<file path="config.mk">
export PLATFORM = sky130hd
export DESIGN_NAME = fp_multiply_pipe_flat
export DESIGN_NICKNAME = d
export VERILOG_FILES = /design/src/rtl/fp_mul_pkg.sv /design/src/rtl/fp_multiply_pipe_if.sv /design/src/rtl/fp_mul_round.sv /design/src/rtl/fp_multiply_pipe.sv /design/src/flat_wrapper.sv
export SDC_FILE = /design/constraint.sdc
export NUM_CORES = 2
export LEC_CHECK = 0
export ABC_AREA = 1
export CORE_ASPECT_RATIO = 0.8
export CORE_MARGIN = 2
export CORE_UTILIZATION = 35
export DETAILED_ROUTE_END_ITERATION = 10
export SETUP_SLACK_MARGIN = 0.3
export SYNTH_ARGS = -nofsm -noshare
export SYNTH_HDL_FRONTEND = slang
export SYNTH_SLANG_ARGS = --single-unit
</file>
<file path="constraint.sdc">
create_clock -name clk -period 11.4 [get_ports clk]
set_input_delay 1.14 -clock clk [delete_from_list [all_inputs] [get_ports clk]]
set_output_delay 1.14 -clock clk [all_outputs]
set_load 0.02 [all_outputs]
</file>
<file path="src/rtl/fp_mul_pkg.sv">
// -----------------------------------------------------------------------------
// fp_mul_pkg
// Shared types, constants and helper functions for the pipelined FP multiplier.
//   fp_class_e    : operand classification (ZERO/NORM/INF/NAN)
//   fp_bias()     : exponent bias from exponent width
//   fp_width()    : packed word width from exponent/mantissa widths
//   fp_canon_nan(): canonical quiet NaN bit pattern (sign 0, quiet bit set)
//   STAT_*        : bit positions inside the optional status vector
// Optional feature macro: FP_MUL_STATUS_EN (status port, see fp_multiply_pipe).
// -----------------------------------------------------------------------------
package fp_mul_pkg;

    typedef enum logic [1:0] {
        CLS_ZERO = 2'd0,
        CLS_NORM = 2'd1,
        CLS_INF  = 2'd2,
        CLS_NAN  = 2'd3
    } fp_class_e;

    localparam int unsigned STAT_W         = 4;
    localparam int unsigned STAT_INVALID   = 3;
    localparam int unsigned STAT_OVERFLOW  = 2;
    localparam int unsigned STAT_UNDERFLOW = 1;
    localparam int unsigned STAT_INEXACT   = 0;

    function automatic int unsigned fp_bias(input int unsigned exp_w);
        return (32'd1 << (exp_w - 32'd1)) - 32'd1;
    endfunction

    function automatic int unsigned fp_width(input int unsigned exp_w, input int unsigned man_w);
        return 32'd1 + exp_w + man_w;
    endfunction

    // Exponent all-ones, fraction MSB set, everything else zero.
    function automatic logic [63:0] fp_canon_nan(input int unsigned exp_w, input int unsigned man_w);
        return (((64'd1 << exp_w) - 64'd1) << man_w) | (64'd1 << (man_w - 32'd1));
    endfunction

endpackage

</file>
<file path="src/rtl/fp_multiply_pipe_if.sv">
// -----------------------------------------------------------------------------
// fp_multiply_pipe_if
// Operand/result bus for fp_multiply_pipe.
//   in_valid/in_ready       : operand handshake
//   operand_1/operand_2     : {sign, exp, frac} operands, W bits
//   out_valid/out_ready     : result handshake
//   result                  : {sign, exp, frac} product, W bits
//   status (FP_MUL_STATUS_EN): {invalid, overflow, underflow, inexact}
// Modports: master = producer/consumer side, slave = multiplier side.
// -----------------------------------------------------------------------------
interface fp_multiply_pipe_if #(
    parameter int unsigned EXP_W = 8,
    parameter int unsigned MAN_W = 23
);
    import fp_mul_pkg::*;

    localparam int unsigned W = fp_width(EXP_W, MAN_W);

    logic         in_valid;
    logic         in_ready;
    logic [W-1:0] operand_1;
    logic [W-1:0] operand_2;
    logic         out_valid;
    logic         out_ready;
    logic [W-1:0] result;

`ifdef FP_MUL_STATUS_EN
    logic [STAT_W-1:0] status;

    modport master (
        output in_valid, operand_1, operand_2, out_ready,
        input  in_ready, out_valid, result, status
    );
    modport slave (
        input  in_valid, operand_1, operand_2, out_ready,
        output in_ready, out_valid, result, status
    );
`else
    modport master (
        output in_valid, operand_1, operand_2, out_ready,
        input  in_ready, out_valid, result
    );
    modport slave (
        input  in_valid, operand_1, operand_2, out_ready,
        output in_ready, out_valid, result
    );
`endif

endinterface

</file>
<file path="src/rtl/fp_mul_round.sv">
// -----------------------------------------------------------------------------
// fp_mul_round
// Combinational round-to-nearest, ties-to-even on a normalised significand.
//   i_frac    : fraction bits (hidden one excluded)
//   i_guard   : first bit below the fraction LSB
//   i_round   : second bit below the fraction LSB
//   i_sticky  : OR of all remaining lower bits
//   o_frac_c  : rounded fraction
//   o_carry_c : fraction overflowed to 1.0 (caller bumps the exponent)
// -----------------------------------------------------------------------------
module fp_mul_round #(
    parameter int unsigned MAN_W = 23
) (
    input  logic [MAN_W-1:0] i_frac,
    input  logic             i_guard,
    input  logic             i_round,
    input  logic             i_sticky,
    output logic [MAN_W-1:0] o_frac_c,
    output logic             o_carry_c
);
    logic w_up;

    // Above half-ulp rounds up; exactly half rounds up only when LSB is odd.
    assign w_up = i_guard & (i_round | i_sticky | i_frac[0]);
    assign {o_carry_c, o_frac_c} = {1'b0, i_frac} + (MAN_W + 1)'(w_up);

endmodule

</file>
<file path="src/rtl/fp_multiply_pipe.sv">
// -----------------------------------------------------------------------------
// fp_multiply_pipe
// 3-stage pipelined floating-point multiplier with valid/ready flow control,
// round-to-nearest-even, flush-to-zero and full special-case handling.
//   clk  : clock, rising edge
//   rst  : synchronous active-high reset
//   bus  : fp_multiply_pipe_if.slave (operands in, result out)
// Stages: S1 unpack/classify/multiply, S2 normalise/round, S3 special select.
// Global stall: the whole pipe advances when S3 is empty or being drained.
// Optional feature macro: FP_MUL_STATUS_EN adds bus.status.
// -----------------------------------------------------------------------------
module fp_multiply_pipe
    import fp_mul_pkg::*;
#(
    parameter int unsigned EXP_W = 8,
    parameter int unsigned MAN_W = 23
) (
    input  logic                  clk,
    input  logic                  rst,
    fp_multiply_pipe_if.slave     bus
);
    localparam int unsigned W    = fp_width(EXP_W, MAN_W);
    localparam int unsigned EW   = EXP_W + 2;
    localparam int unsigned PW   = 2 * (MAN_W + 1);
    localparam int unsigned BIAS = fp_bias(EXP_W);
    localparam logic signed [EW-1:0] EXP_MAX  = EW'((1 << EXP_W) - 1);
    localparam logic signed [EW-1:0] EXP_ZERO = '0;
    localparam logic [W-1:0] CANON_NAN = W'(fp_canon_nan(EXP_W, MAN_W));

    function automatic fp_class_e classify(input logic [EXP_W-1:0] e, input logic [MAN_W-1:0] f);
        if (e == '0)          return CLS_ZERO;
        else if (&e)          return (f == '0) ? CLS_INF : CLS_NAN;
        else                  return CLS_NORM;
    endfunction

    // ---------------- pipeline registers ----------------
    logic                 r_s1_valid, r_s2_valid, r_s3_valid;
    logic                 r_s1_sign, r_s2_sign;
    fp_class_e            r_s1_cls1, r_s1_cls2, r_s2_cls1, r_s2_cls2;
    logic signed [EW-1:0] r_s1_exp, r_s2_exp;
    logic [PW-1:0]        r_s1_prod;
    logic [MAN_W-1:0]     r_s2_frac;
    logic [W-1:0]         r_s3_result;
`ifdef FP_MUL_STATUS_EN
    logic                 r_s1_sub, r_s2_sub, r_s2_rnd;
    logic [STAT_W-1:0]    r_s3_status;
`endif

    logic w_advance;
    assign w_advance    = !r_s3_valid || bus.out_ready;
    assign bus.in_ready = w_advance;

    // ---------------- S1: unpack, classify, exponent sum, significand product ----------------
    logic [EXP_W-1:0] w_e1, w_e2;
    logic [MAN_W-1:0] w_f1, w_f2;
    logic [PW-1:0]    w_prod;
    assign w_e1   = bus.operand_1[W-2 -: EXP_W];
    assign w_e2   = bus.operand_2[W-2 -: EXP_W];
    assign w_f1   = bus.operand_1[MAN_W-1:0];
    assign w_f2   = bus.operand_2[MAN_W-1:0];
    assign w_prod = PW'({1'b1, w_f1}) * PW'({1'b1, w_f2});

    // ---------------- S2: normalise and round ----------------
    logic                 w_msb, w_carry;
    logic [PW-2:0]        w_norm;
    logic [MAN_W-1:0]     w_frac_rnd;
    logic                 w_g, w_r, w_s;
    logic signed [EW-1:0] w_s2_exp;

    // Align so the leading one sits just above bit PW-2 (dropped as hidden bit).
    assign w_msb  = r_s1_prod[PW-1];
    assign w_norm = w_msb ? r_s1_prod[PW-2:0] : {r_s1_prod[PW-3:0], 1'b0};
    assign w_g    = w_norm[MAN_W];
    assign w_r    = w_norm[MAN_W-1];
    assign w_s    = |w_norm[MAN_W-2:0];

    fp_mul_round #(.MAN_W(MAN_W)) u_round (
        .i_frac    (w_norm[PW-2 -: MAN_W]),
        .i_guard   (w_g),
        .i_round   (w_r),
        .i_sticky  (w_s),
        .o_frac_c  (w_frac_rnd),
        .o_carry_c (w_carry)
    );

    assign w_s2_exp = r_s1_exp + EW'(w_msb) + EW'(w_carry);

    // ---------------- S3: special-case select ----------------
    logic         w_nan, w_inf, w_zero, w_special, w_ovf, w_unf;
    logic [W-1:0] w_result;
    always_comb begin
        w_nan     = (r_s2_cls1 == CLS_NAN) || (r_s2_cls2 == CLS_NAN) ||
                    ((r_s2_cls1 == CLS_INF) && (r_s2_cls2 == CLS_ZERO)) ||
                    ((r_s2_cls1 == CLS_ZERO) && (r_s2_cls2 == CLS_INF));
        w_inf     = (r_s2_cls1 == CLS_INF) || (r_s2_cls2 == CLS_INF);
        w_zero    = (r_s2_cls1 == CLS_ZERO) || (r_s2_cls2 == CLS_ZERO);
        w_special = w_nan || w_inf || w_zero;
        w_ovf     = !w_special && (r_s2_exp >= EXP_MAX);
        w_unf     = !w_special && !w_ovf && (r_s2_exp <= EXP_ZERO);
        w_result  = {r_s2_sign, r_s2_exp[EXP_W-1:0], r_s2_frac};
        if (w_nan)
            w_result = CANON_NAN;
        else if (w_inf || w_ovf)
            w_result = {r_s2_sign, {EXP_W{1'b1}}, {MAN_W{1'b0}}};
        else if (w_zero || w_unf)
            w_result = {r_s2_sign, {(W-1){1'b0}}};
    end

`ifdef FP_MUL_STATUS_EN
    logic [STAT_W-1:0] w_status;
    always_comb begin
        w_status                 = '0;
        w_status[STAT_INVALID]   = w_nan;
        w_status[STAT_OVERFLOW]  = w_ovf;
        w_status[STAT_UNDERFLOW] = w_unf || r_s2_sub;
        w_status[STAT_INEXACT]   = w_ovf || w_unf || r_s2_sub || (!w_special && r_s2_rnd);
    end
`endif

    // ---------------- stage registers ----------------
    always_ff @(posedge clk) begin
        if (rst) begin
            r_s1_valid  <= 1'b0;
            r_s2_valid  <= 1'b0;
            r_s3_valid  <= 1'b0;
            r_s1_sign   <= 1'b0;
            r_s2_sign   <= 1'b0;
            r_s1_cls1   <= CLS_ZERO;
            r_s1_cls2   <= CLS_ZERO;
            r_s2_cls1   <= CLS_ZERO;
            r_s2_cls2   <= CLS_ZERO;
            r_s1_exp    <= '0;
            r_s2_exp    <= '0;
            r_s1_prod   <= '0;
            r_s2_frac   <= '0;
            r_s3_result <= '0;
`ifdef FP_MUL_STATUS_EN
            r_s1_sub    <= 1'b0;
            r_s2_sub    <= 1'b0;
            r_s2_rnd    <= 1'b0;
            r_s3_status <= '0;
`endif
        end else if (w_advance) begin
            r_s1_valid <= bus.in_valid;
            r_s1_sign  <= bus.operand_1[W-1] ^ bus.operand_2[W-1];
            r_s1_cls1  <= classify(w_e1, w_f1);
            r_s1_cls2  <= classify(w_e2, w_f2);
            r_s1_exp   <= EW'(w_e1) + EW'(w_e2) - EW'(BIAS);
            r_s1_prod  <= w_prod;

            r_s2_valid <= r_s1_valid;
            r_s2_sign  <= r_s1_sign;
            r_s2_cls1  <= r_s1_cls1;
            r_s2_cls2  <= r_s1_cls2;
            r_s2_exp   <= w_s2_exp;
            r_s2_frac  <= w_frac_rnd;

            r_s3_valid <= r_s2_valid;
            // Bubbles leave the last result in place.
            if (r_s2_valid)
                r_s3_result <= w_result;
`ifdef FP_MUL_STATUS_EN
            r_s1_sub <= ((w_e1 == '0) && (w_f1 != '0)) || ((w_e2 == '0) && (w_f2 != '0));
            r_s2_sub <= r_s1_sub;
            r_s2_rnd <= w_g | w_r | w_s;
            if (r_s2_valid)
                r_s3_status <= w_status;
`endif
        end
    end

    assign bus.out_valid = r_s3_valid;
    assign bus.result    = r_s3_result;
`ifdef FP_MUL_STATUS_EN
    assign bus.status    = r_s3_status;
`endif

endmodule

</file>
<file path="src/flat_wrapper.sv">
// flat-port wrapper written by rule: the top's interface ports become plain ports
module fp_multiply_pipe_flat import fp_mul_pkg::*;
#(
    parameter int unsigned EXP_W = 8,
    parameter int unsigned MAN_W = 23
)
  (clk, rst, bus_in_valid, bus_operand_1, bus_operand_2, bus_out_ready, bus_in_ready, bus_out_valid, bus_result);
  fp_multiply_pipe_if #(.EXP_W(EXP_W), .MAN_W(MAN_W)) bus_i ();
  input  logic clk;
  input  logic rst;
  input wire logic [$bits(bus_i.in_valid)-1:0] bus_in_valid;
  input wire logic [$bits(bus_i.operand_1)-1:0] bus_operand_1;
  input wire logic [$bits(bus_i.operand_2)-1:0] bus_operand_2;
  input wire logic [$bits(bus_i.out_ready)-1:0] bus_out_ready;
  output wire logic [$bits(bus_i.in_ready)-1:0] bus_in_ready;
  output wire logic [$bits(bus_i.out_valid)-1:0] bus_out_valid;
  output wire logic [$bits(bus_i.result)-1:0] bus_result;
  assign bus_i.in_valid = bus_in_valid;
  assign bus_i.operand_1 = bus_operand_1;
  assign bus_i.operand_2 = bus_operand_2;
  assign bus_i.out_ready = bus_out_ready;
  assign bus_in_ready = bus_i.in_ready;
  assign bus_out_valid = bus_i.out_valid;
  assign bus_result = bus_i.result;
  fp_multiply_pipe #(.EXP_W(EXP_W), .MAN_W(MAN_W)) u_core (.clk(clk), .rst(rst), .bus(bus_i));
endmodule
</file>
Word-level counts from Yosys, hierarchy flattened
Index checks and enable logic that the tools add are counted.
{ "op_classes": {"add_sub_neg": 5, "n_mux": 10, "magnitude_cmp": 2, "multipliers": 1, "bitwise_logic": 4, "shift": 0, "n_div": 0, "reduce_logical": 28, "eq_ne": 4} }
{ "op_table": {"columns": ["op", "count"], "rows": [
  ["$mux 31", 2],
  ["$mul 24x24->48", 1],
  ["$mux 47", 1],
  ["$logic_not 23->1", 2],
  ["$mux 32", 1],
  ["$add 23x1->24", 1],
  ["$reduce_or 22->1", 1],
  ["$add 10x1->10", 2],
  ["$logic_not 8->1", 2],
  ["$reduce_and 8->1", 2],
  ["$ge 10x9->1 const B", 1],
  ["$le 10x1->1 const B", 1],
  ["$logic_or 1x1->1", 10],
  ["$sub 10x7->10 const B", 1],
  ["$add 8x8->9", 1],
  ["$eq 2x2->1 const B", 4],
  ["$mux 2", 4],
  ["$logic_and 1x1->1", 5],
  ["$logic_not 2->1", 2],
  ["$logic_not 1->1", 3],
  ["$mux 1", 2],
  ["$or 1x1->1", 2],
  ["$reduce_and 2->1", 1],
  ["$and 1x1->1", 1],
  ["$xor 1x1->1", 1]
]} }
{ "word_totals": {"ff_bits": 136, "romBits": 0, "latchBits": 0, "input_bits": 68, "memories": 0, "output_inout_bits": 34, "ram_bits": 0} }

Longest topological paths before layout
{ "logic_depth": {"ltp_word": 15, "depth_mapped": 32, "depth_no_buf": 30} }

Modules after synthesis
A second synthesis with hierarchy kept.
{ "unflattened": {"hier_cells": 3791, "hier_area_um2": 27232.4} }
{ "by_module_without_submodules": {"columns": ["mod", "area_each_um2", "n_inst", "cells_each"], "rows": [
  ["fp_multiply_pipe", 26566.7, 1, 3668],
  ["fp_mul_round", 665.6, 1, 123]
]} }

Worst setup path before layout
Ideal clock, no wire load.
{ "synth_timing": {"path_type": "input-to-reg", "start": "input port bus_operand_2[3]", "end": "register u_core.r_s1_prod[40]", "required_ns": 11.283, "path_stages": 29, "path_buffers": 2, "arrival_ns": 6.735, "path_slack_ns": 4.547, "cell_sequence": "clkbuf_1 -> clkbuf_1 -> nand2_1 -> fa_1 -> inv_1 -> fa_1 -> inv_1 -> fa_1 -> inv_1 -> fa_1 -> inv_1 -> fa_1 -> inv_1 -> fa_1 -> inv_1 -> fa_1 -> inv_1 -> ha_1 -> nand2_1 -> nor2_1 -> nand2_1 -> nor2_1 -> nand2_1 -> nand3_1 -> nand2_1 -> nand3_1 -> nand2_1 -> nor2_1 -> nor2_1"} }
{ "synth_between": {"elab_chain_cells": 1} }
{ "synth_rtl": {"columns": ["item", "line", "source"], "rows": [
  ["from (decl)", "flat_wrapper.sv:13", "input wire logic [$bits(bus_i.operand_2)-1:0] bus_operand_2;"],
  ["$mul 24x24->48", "fp_multiply_pipe.sv:61", "assign w_prod = PW'({1'b1, w_f1}) * PW'({1'b1, w_f2});"],
  ["to (signal assigned)", "fp_multiply_pipe.sv:149", "r_s1_prod <= w_prod;"],
  ["to (decl)", "fp_multiply_pipe.sv:41", "logic [PW-1:0] r_s1_prod;"]
]} }
No other way between the ends.
A chain may end at the register's enable or synchronous reset.

Worst setup path after layout
{ "layout_timing": {"start": "input port bus_operand_2[4]", "end": "register u_core.r_s1_prod[37]"} }
Same word-level chain as after synthesis.

==> summary.md <==
| Metric | Value |
|---|---|
| Row Count | between 90 and 100 |
| EDFF count, synth | 0 |
| PortBufs | slightly above 100 |
| CTS root buf | sky130_fd_sc_hd__clkbuf_16 |
| Horizontal extent of the die | 316 µm |
| Core Area | 0.0771 mm² |
| Data required time of the worst path | about 12 ns |
| Number of cells on the worst reg-to-reg path | 19 |
| Final weighted congestion in routability-driven placement | about 0.89 |
| First DRT Iteration DRCs | roughly 1400 |
| Minimum hold slack | about 0.46 ns |
| Number of cells on the worst hold path | 2 |
| Mean post-synth cell area | roughly 7.1 µm² |
| Initial standard-cell utilization of the core | 0.354 |
| Slew margin rel. | 0.174 |
| Critical Path Sink Type | register |
| Run status | complete, no violations |
| Distinct cell type count of the synthesized netlist | 42 |
| Number of antenna violations at the first check in global routing | 0 |
| Maximum clock frequency | approximately 130 MHz |
| Number of failing hold endpoints at the final stage | 0 |
| Sequential fraction of the synthesis area | 0.0999 |
| CP Launch Type | input pin |
| Layout cell share with drive strength beyond 1 | 0.0313 |
| Clock insertion delay at the later pin of the skew report | about 0.43 ns |
| Area of the mapped netlist | 0.0273 mm² |
| Setup TNS Final | 0 ns |
| Height of the die | ~250 µm |
| R2R Setup Slk | around 7.0 ns |
| Arrival time worst endpoint | 8.06 ns |
| Min Clock Period, post-route | between 7 and 8 ns |
| RSZ-0062 raised after global routing | false |
| Via density | roughly 4.6 |
| Number of nets with antenna violations after routing | 0 |
| Fin crit share | 0.679 |
| Total half-perimeter wirelength after legalization and detailed placement | between 50000 and 60000 µm |
| Gate count after technology mapping | between 3000 and 4000 |
| CP peak stage delay | 1.27 ns |
| Worst slew pin tran | about 1.2 ns |
| Peak fanout along the critical path | 25 |
| Depth of the CTS H-tree | 4 |
| Cell type of the slowest stage on the worst timing path | sky130_fd_sc_hd__clkdlybuf4s50_1 |
| Per-cell routed wire length | 15.1 µm |
| Buffer depth of the longest clock path | 2 |
| Global-route wire length before repair | between 100000 and 150000 µm |
| Synth Net Count | 4577 |
| TritonCTS sink count | between 100 and 150 |
| Flip-flop and latch count after synthesis | ~140 |
| CP dominant cell by count | sky130_fd_sc_hd__inv_1 |
| Setup fix buffers added after clock tree synthesis | 0 |
| DRC violation count after routing | 0 |
| Layout Area Growth over Synthesis | 9.62% |
| Setup WS post-layout | between 3 and 4 ns |
| Maximum Capacitance Violations | 0 |
| Source of the worst hold timing path | u_core.r_s2_frac[21] |
| Post-synthesis async set-or-reset flop share | 0 |
| Cts repair resizes | 0 |
| Number of antenna cells inserted | 0 |
| Number of global-route vias before repair | 23200 |
| Kind of critical path | input pin to register |
| Reg2Reg Capture Point | u_core.r_s2_exp[8] |
| GR Overflow Total | 0 |
| Sink of the worst hold path | u_core.bus.result[21] |
| Reg2Reg Launch Point | u_core.r_s1_prod[47] |
| Final setup violation count | 0 |
| # hold bufs at CTS | 0 |
| TritonCTS buffer count | 17 |
| Pins over their slew limit | 0 |
| Number of optimization iterations in the first detailed-route pass | 6 |
| GRT Util Overall | 0.192 |
| Worst clock skew | between 0.01 and 0.015 ns |
| Total wire length | 73700 µm |
| Die Outline Area | between 0.08 and 0.09 mm² |
| Overall via count from detail_route | roughly 23000 |
| Final design utilization | 0.388 |
| Synthesis Warnings | 0 |
| Worst hold path class | register to register |
| Flip-flop cell with the highest count after synthesis | sky130_fd_sc_hd__dfxtp_1 |
| Number of I/O pins | 102 |
| Clock-pin slew on the worst setup and hold paths | around 0.070 ns |
| Final-stage net count | around 4600 |
| Pin count of the biggest net entering global routing | roughly 100 |
| CTS tree | built |
| Post-placement setup slack | approximately 3.3 ns |
## metrics by stage
step,instances,instance area (µm²)
6_report,4891,29900
2_1_floorplan,3840,27300
4_1_cts,4891,29900
3_3_place_gp,4859,29300
3_5_place_dp,4859,29300
5_1_grt,4891,29900
## cell families after synthesis
| logic type | after synthesis | share of synthesized area |
|---|---|---|
| AO/OA/AOI/OAI | 281 | 0.0586 |
| XOR/XNOR | 40 | 0.0128 |
| adder cells (fa/ha/maj) | 669 | 0.440 |
| buffers and inverters | 1312 | 0.182 |
| flip-flops | 136 | 0.0999 |
| AND/OR/NAND/NOR | 1402 | 0.207 |
## worst max-delay path: cells and delay by family
kind | cells | cell delay [ns]
fa+ha+maj | 8 | 3.85
buf+inv | 9 | 1.68
simple gates | 11 | 1.34
## how the worst max path moves through the flow
stage / from / to / slack, ns / cells past startpoint
3_3_place_gp: bus_operand_2[5] / u_core.r_s1_prod[34] / 3.36 / 28
3_5_place_dp: bus_operand_2[4] / u_core.r_s1_prod[34] / 3.28 / 28
4_1_cts: bus_operand_2[4] / u_core.r_s1_prod[34] / 3.72 / 28
5_1_grt: bus_operand_2[4] / u_core.r_s1_prod[34] / 3.22 / 28
6_report: bus_operand_2[4] / u_core.r_s1_prod[37] / 3.66 / 28
2_1_floorplan: bus_operand_2[3] / u_core.r_s1_prod[40] / 4.55 / 29
## flip-flops by register name, indices dropped and copies added (netlist names)
signal	cells
u_core.r_s1_cls2	2
u_core.r_s2_sign	1
u_core.r_s2_cls2	2
u_core.r_s1_valid	1
u_core.bus.result	32
u_core.r_s1_cls1	2
u_core.r_s2_valid	1
u_core.r_s1_sign	1
u_core.r_s1_prod	48
u_core.r_s2_frac	23
u_core.r_s2_cls1	2
u_core.r_s1_exp	10
u_core.r_s2_exp	10
u_core.bus.out_valid	1
## placed cells by master (no fill, tap or decap), types with 4 or more instances in the layout
master,n
sky130_fd_sc_hd__o21ai_2,10
sky130_fd_sc_hd__nand4_1,24
sky130_fd_sc_hd__nor2_1,157
sky130_fd_sc_hd__xnor2_1,10
sky130_fd_sc_hd__inv_6,5
sky130_fd_sc_hd__nor2_2,6
sky130_fd_sc_hd__clkinvlp_4,4
sky130_fd_sc_hd__nor4_1,19
sky130_fd_sc_hd__o21bai_1,40
sky130_fd_sc_hd__o211ai_1,14
sky130_fd_sc_hd__nor3_1,10
sky130_fd_sc_hd__nand3_1,120
sky130_fd_sc_hd__a21oi_1,90
sky130_fd_sc_hd__clkdlybuf4s50_1,100
sky130_fd_sc_hd__clkbuf_16,17
sky130_fd_sc_hd__fa_1,484
sky130_fd_sc_hd__o21ai_1,9
sky130_fd_sc_hd__inv_2,8
sky130_fd_sc_hd__inv_1,1150
sky130_fd_sc_hd__xor2_1,30
sky130_fd_sc_hd__ha_1,185
sky130_fd_sc_hd__nand2_1,1044
sky130_fd_sc_hd__or2_2,5
sky130_fd_sc_hd__o21ai_0,110
sky130_fd_sc_hd__dfxtp_1,135
sky130_fd_sc_hd__nand3b_1,5
sky130_fd_sc_hd__buf_4,47
## cell type report
| class | instances | area (µm²) |
|---|---|---|
| Clock buffer | 18 | 439 |
| Sequential cell | 136 | 2720 |
| Multi-Input combinational cell | 2392 | 19600 |
| Tap cell | 1023 | 1280 |
| Timing Repair Buffer | 148 | 1360 |
| Inverter | 1160 | 4360 |
| Fill cell | 8120 | 47200 |
| Clock inverter | 14 | 133 |
## per-layer routing
metal | global-route usage | wire (µm) | vias up
met5 | 0 | 0 | -
met4 | 0.0412 | 1340 | 0
met3 | 0.0211 | 3780 | 88
met2 | 0.322 | 34400 | 602
met1 | 0.267 | 34200 | 11000
li1 | - | - | 11000
## cell usage after synthesis, types with 3 or more instances
cell	n	area (µm²)
sky130_fd_sc_hd__inv_1	1151	4320
sky130_fd_sc_hd__nand2_1	1044	3920
sky130_fd_sc_hd__fa_1	484	9690
sky130_fd_sc_hd__ha_1	185	2310
sky130_fd_sc_hd__nor2_1	158	593
sky130_fd_sc_hd__clkbuf_1	141	529
sky130_fd_sc_hd__dfxtp_1	136	2720
sky130_fd_sc_hd__nand3_1	120	601
sky130_fd_sc_hd__o21ai_0	110	551
sky130_fd_sc_hd__a21oi_1	90	450
sky130_fd_sc_hd__o21bai_1	40	300
sky130_fd_sc_hd__xor2_1	30	263
sky130_fd_sc_hd__nand4_1	24	150
sky130_fd_sc_hd__nor4_1	19	119
sky130_fd_sc_hd__o211ai_1	14	105
sky130_fd_sc_hd__nor3_1	11	55.1
sky130_fd_sc_hd__o21ai_2	10	87.6
sky130_fd_sc_hd__xnor2_1	10	87.6
sky130_fd_sc_hd__o21ai_1	9	45.0
sky130_fd_sc_hd__inv_2	7	26.3
sky130_fd_sc_hd__nor2_2	6	37.5
sky130_fd_sc_hd__nand3b_1	5	37.5
sky130_fd_sc_hd__or2_2	5	31.3
sky130_fd_sc_hd__buf_1	4	15.0
sky130_fd_sc_hd__buf_6	3	33.8
Power is left out: the tool's default activity adds up to more than one toggle a clock period on the data nets, which glitch-free logic cannot reach.
